[config.mk]
export PLATFORM = sky130hd
export DESIGN_NAME = ram_lsu
export DESIGN_NICKNAME = d
export VERILOG_FILES = /design/src/rtl/ram_lsu.sv
export SDC_FILE = /design/constraint.sdc
export NUM_CORES = 1
export LEC_CHECK = 0
export BUFFER_PORTS_ARGS = -buffer_cell sky130_fd_sc_hd__buf_2
export CAP_MARGIN = 25
export CORE_ASPECT_RATIO = 0.75
export CORE_UTILIZATION = 25
export CTS_BUF_LIST = sky130_fd_sc_hd__clkbuf_8
export DETAILED_ROUTE_END_ITERATION = 8
export GPL_ROUTABILITY_DRIVEN = 0
export PLACE_DENSITY = 0.55
export SYNTH_ARGS = -nofsm -noshare
export SYNTH_HDL_FRONTEND = slang
export SYNTH_SLANG_ARGS = --single-unit
[constraint.sdc]
create_clock -name clk -period 2.1 [get_ports clk]
set_clock_uncertainty 0.1 [all_clocks]
set_input_delay 0.42 -clock clk [delete_from_list [all_inputs] [get_ports clk]]
set_output_delay 0.42 -clock clk [all_outputs]
set_load 0.005 [all_outputs]
[src/rtl/ram_lsu.sv]
`default_nettype none
// ============================================================================
// Module      : ram_lsu
// Description : Load/store unit driving a 32-bit single-port data RAM.
//               Accepts byte/half/word loads and stores over a valid/ready
//               handshake. Sub-word stores are read-modify-write. Loads
//               return sign- or zero-extended lane data.
//               Optional macro LSU_MISALIGN_TRAP_EN: when defined, misaligned
//               or reserved-size requests respond with rsp_err and leave the
//               RAM untouched. When undefined, such requests are force-aligned
//               and size 2'b11 behaves as a word access.
// Revision    : 1.0 - initial release
// ============================================================================
module ram_lsu #(
  parameter int ADDR_W = 5
) (
  input  logic              clk,
  input  logic              rst_n,
  input  logic              req_valid,
  output logic              req_ready,
  input  logic              req_we,
  input  logic [1:0]        req_size,
  input  logic              req_unsigned,
  input  logic [ADDR_W+1:0] req_addr,
  input  logic [31:0]       req_wdata,
  output logic              rsp_valid,
  output logic [31:0]       rsp_rdata,
  output logic              rsp_err,
  output logic              ram_readWrite,
  output logic [ADDR_W-1:0] ram_address,
  output logic [31:0]       ram_dataIN,
  input  logic [31:0]       ram_dataOUT
);

  localparam logic [1:0] SZ_BYTE = 2'b00;
  localparam logic [1:0] SZ_HALF = 2'b01;
  localparam logic [1:0] SZ_WORD = 2'b10;

  typedef enum logic [2:0] {
    S_IDLE = 3'd0,
    S_RD   = 3'd1,
    S_CAP  = 3'd2,
    S_WR   = 3'd3,
    S_RESP = 3'd4
  } state_t;

  state_t            state_q, state_d;

  // Latched request fields (size/offset are post-alignment values)
  logic              we_q;
  logic [1:0]        size_q;
  logic              uns_q;
  logic [1:0]        off_q;
  logic [31:0]       wdata_q;
  logic              err_q;
  logic [31:0]       rbuf_q;
  logic [ADDR_W-1:0] ram_addr_q;
  logic [31:0]       ram_din_q;

  logic              w_accept;
  logic              w_req_err;
  logic [1:0]        w_req_size;
  logic [1:0]        w_req_off;
  logic [7:0]        w_byte;
  logic [15:0]       w_half;
  logic [31:0]       w_load_ext;
  logic [31:0]       w_merged;

  assign w_accept = req_valid && (state_q == S_IDLE);

`ifdef LSU_MISALIGN_TRAP_EN
  // Classify the incoming request; misaligned or reserved sizes take the error path
  always_comb begin
    w_req_size = req_size;
    w_req_off  = req_addr[1:0];
    w_req_err  = 1'b0;
    unique case (req_size)
      SZ_BYTE: w_req_err = 1'b0;
      SZ_HALF: w_req_err = req_addr[0];
      SZ_WORD: w_req_err = (req_addr[1:0] != 2'b00);
      default: w_req_err = 1'b1;
    endcase
  end
`else
  // Force-align the incoming request; reserved size behaves as a word access
  always_comb begin
    w_req_err  = 1'b0;
    w_req_size = SZ_WORD;
    w_req_off  = 2'b00;
    unique case (req_size)
      SZ_BYTE: begin
        w_req_size = SZ_BYTE;
        w_req_off  = req_addr[1:0];
      end
      SZ_HALF: begin
        w_req_size = SZ_HALF;
        w_req_off  = {req_addr[1], 1'b0};
      end
      default: begin
        w_req_size = SZ_WORD;
        w_req_off  = 2'b00;
      end
    endcase
  end
`endif

  // Extract the addressed lane from the captured word and extend it
  always_comb begin
    w_byte     = rbuf_q[{off_q, 3'b000} +: 8];
    w_half     = off_q[1] ? rbuf_q[31:16] : rbuf_q[15:0];
    w_load_ext = rbuf_q;
    unique case (size_q)
      SZ_BYTE: w_load_ext = {{24{~uns_q & w_byte[7]}}, w_byte};
      SZ_HALF: w_load_ext = {{16{~uns_q & w_half[15]}}, w_half};
      default: w_load_ext = rbuf_q;
    endcase
  end

  // Merge store data into the word read back from RAM
  always_comb begin
    w_merged = ram_dataOUT;
    unique case (size_q)
      SZ_BYTE: w_merged[{off_q, 3'b000} +: 8] = wdata_q[7:0];
      SZ_HALF: begin
        if (off_q[1]) begin
          w_merged[31:16] = wdata_q[15:0];
        end else begin
          w_merged[15:0] = wdata_q[15:0];
        end
      end
      default: w_merged = wdata_q;
    endcase
  end

  // State register
  always_ff @(posedge clk or negedge rst_n) begin
    if (!rst_n) begin
      state_q <= S_IDLE;
    end else begin
      state_q <= state_d;
    end
  end

  // Next-state logic and state-decoded outputs
  always_comb begin
    state_d       = state_q;
    req_ready     = 1'b0;
    rsp_valid     = 1'b0;
    rsp_err       = 1'b0;
    rsp_rdata     = 32'h0;
    ram_readWrite = 1'b0;
    unique case (state_q)
      S_IDLE: begin
        req_ready = 1'b1;
        if (req_valid) begin
          if (w_req_err) begin
            state_d = S_RESP;
          end else if (req_we && (w_req_size == SZ_WORD)) begin
            state_d = S_WR;
          end else begin
            state_d = S_RD;
          end
        end
      end
      S_RD:  state_d = S_CAP;
      S_CAP: state_d = we_q ? S_WR : S_RESP;
      S_WR: begin
        ram_readWrite = 1'b1;
        state_d       = S_RESP;
      end
      S_RESP: begin
        rsp_valid = 1'b1;
        rsp_err   = err_q;
        if (!we_q && !err_q) begin
          rsp_rdata = w_load_ext;
        end
        state_d = S_IDLE;
      end
      default: state_d = S_IDLE;
    endcase
  end

  // Request latch, RAM address/data registers and read capture buffer
  always_ff @(posedge clk or negedge rst_n) begin
    if (!rst_n) begin
      we_q       <= 1'b0;
      size_q     <= SZ_BYTE;
      uns_q      <= 1'b0;
      off_q      <= 2'b00;
      wdata_q    <= 32'h0;
      err_q      <= 1'b0;
      rbuf_q     <= 32'h0;
      ram_addr_q <= '0;
      ram_din_q  <= 32'h0;
    end else begin
      if (w_accept) begin
        we_q    <= req_we;
        size_q  <= w_req_size;
        uns_q   <= req_unsigned;
        off_q   <= w_req_off;
        wdata_q <= req_wdata;
        err_q   <= w_req_err;
        // Erroring requests never touch the RAM, so leave its address alone
        if (!w_req_err) begin
          ram_addr_q <= req_addr[ADDR_W+1:2];
        end
        if (req_we && (w_req_size == SZ_WORD) && !w_req_err) begin
          ram_din_q <= req_wdata;
        end
      end
      if (state_q == S_CAP) begin
        rbuf_q <= ram_dataOUT;
        if (we_q) begin
          ram_din_q <= w_merged;
        end
      end
    end
  end

  assign ram_address = ram_addr_q;
  assign ram_dataIN  = ram_din_q;

endmodule
`default_nettype wire

==> results of run 1 <==
## repair_timing
item	CTS	global route
setup buffers	10	8
gates resized for setup	47	52
gates cloned	2	0
pin swaps	13	32
endpoints found under the setup margin	38	62
hold buffers	1	0
hold endpoints to repair	15	0
## stage by stage
step	hold slack, ns	setup TNS, ns	instance area (sq um)	utilization, %
3_5_place_dp	0.225	-3.93	7570	32.4
5_1_grt	0.136	-20.38	8270	35.4
6_report	0.154	-16.75	8270	35.4
2_1_floorplan	0.0244	0	6060	-
3_3_place_gp	0.226	-2.25	7570	32.4
4_1_cts	0.132	-17.56	8050	34.4
## cell type report
| class | count | share of cell area, % |
|---|---|---|
| repair buffers | 231 | 18.8 |
| clock inverters | 7 | 0.954 |
| well taps | 300 | 4.54 |
| multi-input cells | 388 | 40.6 |
| clock buffers | 9 | 1.50 |
| flip-flops and latches | 110 | 33.3 |
| inverters | 5 | 0.288 |
## power groups by stage
stage	Combinational, W	Sequential [W]	Clock (W)
after floorplan	0.00371	0.00384	0
after global placement	0.00574	0.00425	0
after detailed placement	0.00580	0.00425	0
after CTS	0.00629	0.00423	0.00141
after global routing	0.00732	0.00444	0.00147
final	0.00677	0.00429	0.00137
## Yosys cell counts, types with 3 or more instances
| cell | instances | area, sq um |
|---|---|---|
| a211oi_1 | 11 | 82.6 |
| a211oi_2 | 3 | 37.5 |
| a21boi_0 | 8 | 60.1 |
| a21o_1 | 16 | 120 |
| a21oi_1 | 31 | 155 |
| a221oi_1 | 16 | 140 |
| a222oi_1 | 7 | 70.1 |
| a22o_1 | 7 | 61.3 |
| a22oi_1 | 14 | 105 |
| a31oi_1 | 10 | 62.6 |
| and2_1 | 4 | 25.0 |
| and3_1 | 3 | 18.8 |
| buf_2 | 19 | 95.1 |
| buf_4 | 7 | 52.6 |
| clkbuf_1 | 16 | 60.1 |
| dfrtp_1 | 110 | 2750 |
| ha_1 | 5 | 62.6 |
| inv_1 | 4 | 15.0 |
| mux2_1 | 3 | 33.8 |
| mux2_2 | 84 | 946 |
| mux2i_1 | 23 | 230 |
| nand2_1 | 9 | 33.8 |
| nand2b_1 | 5 | 31.3 |
| nand4_1 | 3 | 18.8 |
| nor2_1 | 40 | 150 |
| nor2b_1 | 3 | 18.8 |
| nor3_1 | 29 | 145 |
| nor3b_1 | 9 | 67.6 |
| o21ai_0 | 21 | 105 |
## flip-flops by register name, indices dropped and copies added (netlist names)
| signal | cells |
|---|---|
| uns_q | 1 |
| rbuf_q | 32 |
| size_q | 2 |
| ram_dataIN | 32 |
| we_q | 1 |
| ram_address | 5 |
| wdata_q | 32 |
| state_q | 3 |
| off_q | 2 |
## per-layer routing
metal	wire [um]	part of all wire (%)
met1	11200	50
met2	9530	42
met3	1700	7.5
met4	145	0.64
met5	0	0
## logic make-up (layout without fill, tap and decap cells)
family	after synthesis	count (layout)	synth area share [%]
buffers and inverters	50	252	4.18
and+or+nand+nor	123	123	11.6
DFF	110	110	45.5
other	1	1	0.0620
muxes	110	110	20.0
AOI/OAI and AO/OA	149	149	17.6
adders and majority gates	5	5	1.03
## final timing paths
check	to	depth (start not counted)
min in group asynchronous	wdata_q[4]	2
hold / removal	ram_address[4]	2
setup / recovery	rsp_rdata[30]	7
hold reg to reg	ram_address[0]	1
setup reg to reg	ram_dataIN[4]	8
max in group asynchronous	rbuf_q[27]	3
==> metrics.cfg, run 1 <==
[outcome]
status = finished, violations left
violations = setup timing

[global_routing]
grt_pass1_wl_um = 33600
grt_pass1_vias = 5315
use_met3_pct = 5.06
grt_max_degree = 43
met2_usage_pct = 26.3
globalRouteMet1Util_pct = 27.1
antenna_found_initial = 0
gr-max-usage-layer = met1
overflow = 0
grt.total_usage_pct = 18.3

[power]
ir_worst_vdd_mv = 0.502
power_density_nw_per_um2 = 1500
p_total_w = 0.0124
clkPwrFrac_pct = 11.0
pwr-share-comb_pct = 54.5
swShare_pct = 40.8
leakage_nw = 3.79
power.internal_w = 0.00735
pwr-share-seq_pct = 34.5
p_sw_w = 0.00507

[synthesis]
synth_edf_count = 0
synthCells = 548
yosysWarnings = 0
synth_nets = 631
ys_async_sr_fraction_pct = 100
avgSynthCellArea_sq_um = 11.0
ys_types = 52
yosysSeqAreaShare_pct = 45.5
syn_area_sq_um = 6050
synth-seq-cells = 110
synth-main-ff-cell = dfrtp_1

[setup_path]
cp_data_required_time_ns = 1.58
arrival_ns = 2.14
criticalPathCategory = reg -> out
cp-start-kind = flip-flop
crit_path_top_delay_cell = a2111oi_4
crit_chain = buf_6 > mux2_4 > o21ai_2 > a2111oi_4 > buf_4 > a21o_1 > buf_2
worstSetupEndpointType = output port
critical_path.top_delay_family = compound AO/OA/AOI/OAI gates
crit_start = off_q[1]
slowest_delay_ns = 0.47
cp_max_fo = 6
r2r_slack_ns = -0.07
rr_startpoint = off_q[1]
path_buf_inv = 3

[clock_tree]
cts_buffers = 9
cts_tree = done
clk_path_buf_depth = 2
clock_latency_ns = 0.39
cts_sinks = 110
root_buffer = clkbuf_8
htree_levels = 3
clk_pin_slew_ns = 0.12

[cells_and_area]
multiInputGateArea_sq_um = 3360
layout_common_cells = buf_2 (148), dfrtp_1 (108), mux2_2 (77)
syn2layout_area_growth_pct = 36.7
layout_commonest_cell = buf_2
seqCellArea_sq_um = 2760
antennaDiodeCount = 0
fin_cells = 1050
fill_cells = 2402
drive_above_1_share_pct = 52.3
nNetsFinal = 828

[timing]
min_period_over_period_pct = 126
hold_viol_final = 0
rsz0062_at_grt = yes
fmax_mhz = 377
setup_ws_ns = -0.556
drv_slew = 0
finalSetupViolCount = 40
period_needed_ns = 2.66

[floorplanning]
core_area_sq_um = 23400
chipHeight_um = 137
row_count = 48
start_util_pct = 25.9
num_io_pins = 151
dieArea_sq_um = 24800
dieWidth_um = 182

[routing]
ant_nets = 0
via_per_inst = 5.06
firstDrtPassIters = 6
routedWlPerCell_um = 21.5
drtIter0Drc = 464
drc = 0
vias = 5316
totalWireLength_um = 22600

[placed_design]
dp_slack_ns = -0.173
place_inst = 1021
dp_hpwl_um = 16900
port-buffer-count = 149

[worst_hold_path]
hold_class = in -> reg
min_from = req_addr[6]

[flow_run]
cap_violations = 0

Power figures use the tool's default switching activity.
==> run 2, diff against run 1 <==
Settings changed: CORE_ASPECT_RATIO 0.75 to unset, GPL_ROUTABILITY_DRIVEN 0 to unset.
==> run 2 against run 1 <==
  * The run still ends with setup timing left
  * Via count fell by 4.3%
  * Global-route usage fell by 0.46 points
  * Clock power fell by 4%
  * Critical path depth fell by 1
  * Die area barely moved
  * Worst hold slack got worse by 0.0062 ns
  * Critical endpoint is now rsp_rdata[15]
==> metrics.cfg, run 2 (synthesis results as in run 1) <==
[outcome]
status = finished, violations left
violations = setup timing

[setup_path]
path_buf_inv = 2
rr_startpoint = off_q[1]
worstSetupEndpointType = output port
crit_path_top_delay_cell = dfrtp_2
slowest_delay_ns = 0.47
cp_max_fo = 5
r2r-end = ram_dataIN[1]
cp_data_required_time_ns = 1.58
r2r_slack_ns = -0.10
critical_path.top_delay_family = flip-flops
criticalPathCategory = reg -> out
arrival_ns = 1.98
r2r_cells = 8
cp-start-kind = flip-flop
crit_chain = mux2_4 > a22oi_2 > buf_6 > o21ai_1 > nor3b_2 > buf_2

[routing]
drc = 0
totalWireLength_um = 21500
ant_nets = 0
via_per_inst = 4.86
vias = 5085
drtIter0Drc = 277
routedWlPerCell_um = 20.6
firstDrtPassIters = 4

[worst_hold_path]
hold_class = in -> reg
hold_depth = 2
holdPathEnd = ram_address[0]
min_from = req_addr[2]

[power]
clkPwrFrac_pct = 11.2
pwr-share-seq_pct = 36.6
leakage_nw = 3.61
p_total_w = 0.0117
power_density_nw_per_um2 = 1470
swShare_pct = 41.3
p_sw_w = 0.00484
power.internal_w = 0.00689
pwr-share-comb_pct = 52.3
ir_worst_vdd_mv = 0.454

[floorplanning]
dieArea_sq_um = 24800
start_util_pct = 25.6
chipHeight_um = 158
core_area_sq_um = 23600
dieWidth_um = 158
row_count = 56
num_io_pins = 151

[global_routing]
antenna_found_initial = 1
grt_max_degree = 69
overflow = 0
grt.total_usage_pct = 17.8
grt_pass1_vias = 5143
grt_pass1_wl_um = 32400

[clock_tree]
root_buffer = clkbuf_8
clk_path_buf_depth = 2
cts_sinks = 110
cts_tree = done
clk_pin_slew_ns = 0.11
clock_latency_ns = 0.40
htree_levels = 3
cts_buffers = 9

[cells_and_area]
drive_above_1_share_pct = 50.0
layout_common_cells = buf_2 (148), dfrtp_1 (106), mux2_2 (82)
design_area_sq_um = 7960
nNetsFinal = 804
fin_cells = 1046
layout_commonest_cell = buf_2
syn2layout_area_growth_pct = 31.7
seqCellArea_sq_um = 2760
fill_cells = 2469
multiInputGateArea_sq_um = 3250

[placed_design]
place_inst = 1020
placed_cell_area_sq_um = 7460
gp_congestion = 0.828
dp_hpwl_um = 16300
port-buffer-count = 149
dp_slack_ns = -0.109

[timing]
drv_slew = 0
whs_ns = 0.148
min_period_over_period_pct = 119
maxSlewHeadroom_pct = 56.6
fmax_mhz = 400
period_needed_ns = 2.50
worst_slew_pin_slew_ns = 0.651
rsz0062_at_grt = yes
setup_ws_ns = -0.401
finalSetupViolCount = 40
hold_viol_final = 0

[flow_run]
cap_violations = 0

run 2: how the worst max path moves through the flow:
stage,cells after the start,end,start
detailed placement,5,rsp_rdata[0],off_q[1]
global route,6,rsp_rdata[16],off_q[1]
finish,6,rsp_rdata[15],off_q[1]
CTS,6,rsp_rdata[24],size_q[0]
global placement,5,rsp_rdata[0],off_q[1]
floorplan,7,ram_dataIN[0],off_q[1]
run 2: cell type report:
type                       count  share of cell area [%]
clock buffer                  10                    1.73
sequential                   110                    34.6
antenna                        1                  0.0314
timing repair buffer         207                    16.9
multi-input combinational    388                    40.8
tap                          319                    5.01
inverter                       5                   0.267
clock inverter                 6                   0.691
run 2: worst register-to-register path: stages, from the launching register on:
cell and delay (ns):
dfrtp_2 0.45, buf_6 0.12, buf_6 0.10, inv_4 0.04, ha_4 0.25, and3b_1 0.17
a221o_2 0.45, a221oi_2 0.33, nor3_1 0.08
run 2: power by group through the flow:
stage	Combinational, W	Clock [W]	Sequential [W]
floorplan	0.00371	0	0.00384
global placement	0.00563	0	0.00427
detailed placement	0.00565	0	0.00429
CTS	0.00592	0.00134	0.00427
global route	0.00668	0.00143	0.00442
finish	0.00613	0.00131	0.00429
run 2: through the flow:
stage,setup TNS [ns],util [%]
global placement,-0.629,31.6
floorplan,0,-
global route,-16.89,33.7
finish,-12.31,33.7
detailed placement,-0.873,31.6
CTS,-12.13,33.1
run 2: metal layers:
| metal | vias up | wire length (um) | GRT usage [%] |
|---|---|---|---|
| met5 | - | 0 | 0 |
| met4 | 0 | 433 | 6.75 |
| met3 | 22 | 931 | 2.92 |
| met2 | 136 | 9750 | 26.9 |
| met1 | 2526 | 10400 | 25.2 |
| li1 | 2401 | - | - |
run 2: timing repair:
| item | 4_1_cts | 5_1_grt |
|---|---|---|
| setup buffers | 3 | 4 |
| pin swaps | 16 | 22 |
| hold buffers | 1 | 0 |
| endpoints found under the setup margin | 40 | 55 |
| gates cloned | 1 | 0 |
| hold endpoints to repair | 110 | 0 |
| resized for setup | 30 | 36 |
==> run 3, diff against run 2 <==
Settings changed: BUFFER_PORTS_ARGS -buffer_cell sky130_fd_sc_hd__buf_2 to -buffer_cell sky130_fd_sc_hd__buf_4, SLEW_MARGIN set to 40.
==> run 3 against run 2 <==
  * The flow still finishes with violations (setup timing)
  * Combinational power grew 4.1%
  * First-iteration DRC count rose by 35%
  * Utilization is 1.9 points higher
  * Clock power rose by 24%
  * Critical path depth stayed put
==> metrics.cfg, run 3 (synthesis results as in run 1) <==
[outcome]
status = finished, violations left
violations = setup timing

[cells_and_area]
layout_commonest_cell = buf_4
drive_above_1_share_pct = 49.3
nNetsFinal = 804
fill_cells = 2410
fin_util_pct = 35.6
antennaDiodeCount = 0
syn2layout_area_growth_pct = 39.1
layout_common_cells = buf_4 (188), dfrtp_1 (107), mux2_2 (77)

[timing]
hold_viol_final = 0
setup_ws_ns = -0.433
period_needed_ns = 2.53
fmax_mhz = 395
rsz0062_at_grt = yes
whs_ns = 0.160
min_period_over_period_pct = 121
finalSetupViolCount = 40
drv_slew = 0

[floorplanning]
num_io_pins = 151
dieWidth_um = 158
start_util_pct = 25.6
row_count = 56
chipHeight_um = 158
dieArea_sq_um = 24800
core_area_sq_um = 23600

[setup_path]
cp_max_fo = 6
cp-start-kind = flip-flop
worstSetupEndpointType = output port
arrival_ns = 2.01
cp_data_required_time_ns = 1.58
criticalPathCategory = reg -> out
r2r_slack_ns = -0.11

[power]
clkPwrFrac_pct = 13.1
power_density_nw_per_um2 = 1470
power.internal_w = 0.00751
ir_worst_vdd_mv = 0.519
swShare_pct = 39.2
p_sw_w = 0.00484
pwr-share-seq_pct = 35.2
leakage_nw = 3.77
pwr-share-comb_pct = 51.7

[routing]
drtIter0Drc = 374
vias = 5150
drc = 0
via_per_inst = 4.93
routedWlPerCell_um = 20.8
ant_nets = 0
firstDrtPassIters = 6
totalWireLength_um = 21700

[clock_tree]
clock_latency_ns = 0.39
clk_path_buf_depth = 2
clk_pin_slew_ns = 0.11
htree_levels = 3
root_buffer = clkbuf_8
cts_sinks = 110
cts_tree = done
cts_buffers = 9

[global_routing]
grt_max_degree = 51
grt_pass1_vias = 5224
overflow = 0
antenna_found_initial = 0
grt_pass1_wl_um = 32700
grt.total_usage_pct = 17.9

[worst_hold_path]
hold_class = in -> reg

[placed_design]
gp_congestion = 0.834
port-buffer-count = 149
dp_hpwl_um = 16700

[flow_run]
cap_violations = 0

==> run 3: worst max-delay path, stage by stage, from the launching register on <==
cell     delay, ns
dfrtp_2       0.47
mux2_4        0.34
a22oi_2       0.30
buf_12        0.16
o21ai_1       0.05
nor3b_2       0.17
buf_4         0.14
==> run 3: power groups by stage <==
stage	sequential, W	combinational, W	clock (W)
2_1_floorplan	0.00384	0.00371	0
3_3_place_gp	0.00432	0.00598	0
3_5_place_dp	0.00434	0.00601	0
4_1_cts	0.00433	0.00629	0.00167
5_1_grt	0.00447	0.00691	0.00175
6_report	0.00435	0.00638	0.00162
==> run 3: final cells by class <==
type | instances | area, sq um | share of cell area [%]
Multi-Input combinational cell | 388 | 3240 | 38.5
Sequential cell | 110 | 2760 | 32.8
Timing Repair Buffer | 207 | 1740 | 20.7
Tap cell | 319 | 399 | 4.75
Clock buffer | 10 | 138 | 1.64
Clock inverter | 6 | 115 | 1.37
Inverter | 5 | 21.3 | 0.253
==> run 3: timing repair <==
item	4_1_cts	5_1_grt
hold buffers	1	0
endpoints found under the hold margin	17	0
pin swaps	15	19
endpoints found under the setup margin	39	60
gates resized for setup	32	25
setup buffers	3	1
==> run 3: worst paths after layout <==
path | start | to | cells after the start
worst max-delay path | off_q[1] | rsp_rdata[8] | 6
worst min-delay path | req_unsigned | uns_q | 2
worst max register to register | off_q[1] | ram_dataIN[6] | 8
worst min register to register | ram_address[2] | ram_address[2] | 1
max in group asynchronous | rst_n | wdata_q[7] | 3
min in group asynchronous | rst_n | rbuf_q[19] | 2
==> run 3: stage by stage <==
| stage | cells | area, sq um | total power (W) | setup TNS [ns] | setup WS (ns) |
|---|---|---|---|---|---|
| after global placement | 1025 | 7900 | 0.0103 | -0.936 | -0.142 |
| after floorplan | 548 | 6060 | 0.00756 | 0 | 0.0127 |
| after CTS | 1045 | 8330 | 0.0123 | -13.30 | -0.447 |
| after detailed placement | 1025 | 7900 | 0.0104 | -1.29 | -0.113 |
| after global routing | 1045 | 8410 | 0.0131 | -16.84 | -0.529 |
| final | 1045 | 8410 | 0.0123 | -12.65 | -0.433 |
==> run 3: per-layer routing <==
metal  wire length, um  GRT usage (%)
met5                 0              0
met4               436           6.15
met3               995           2.78
met2             10000           28.0
met1             10300           25.0
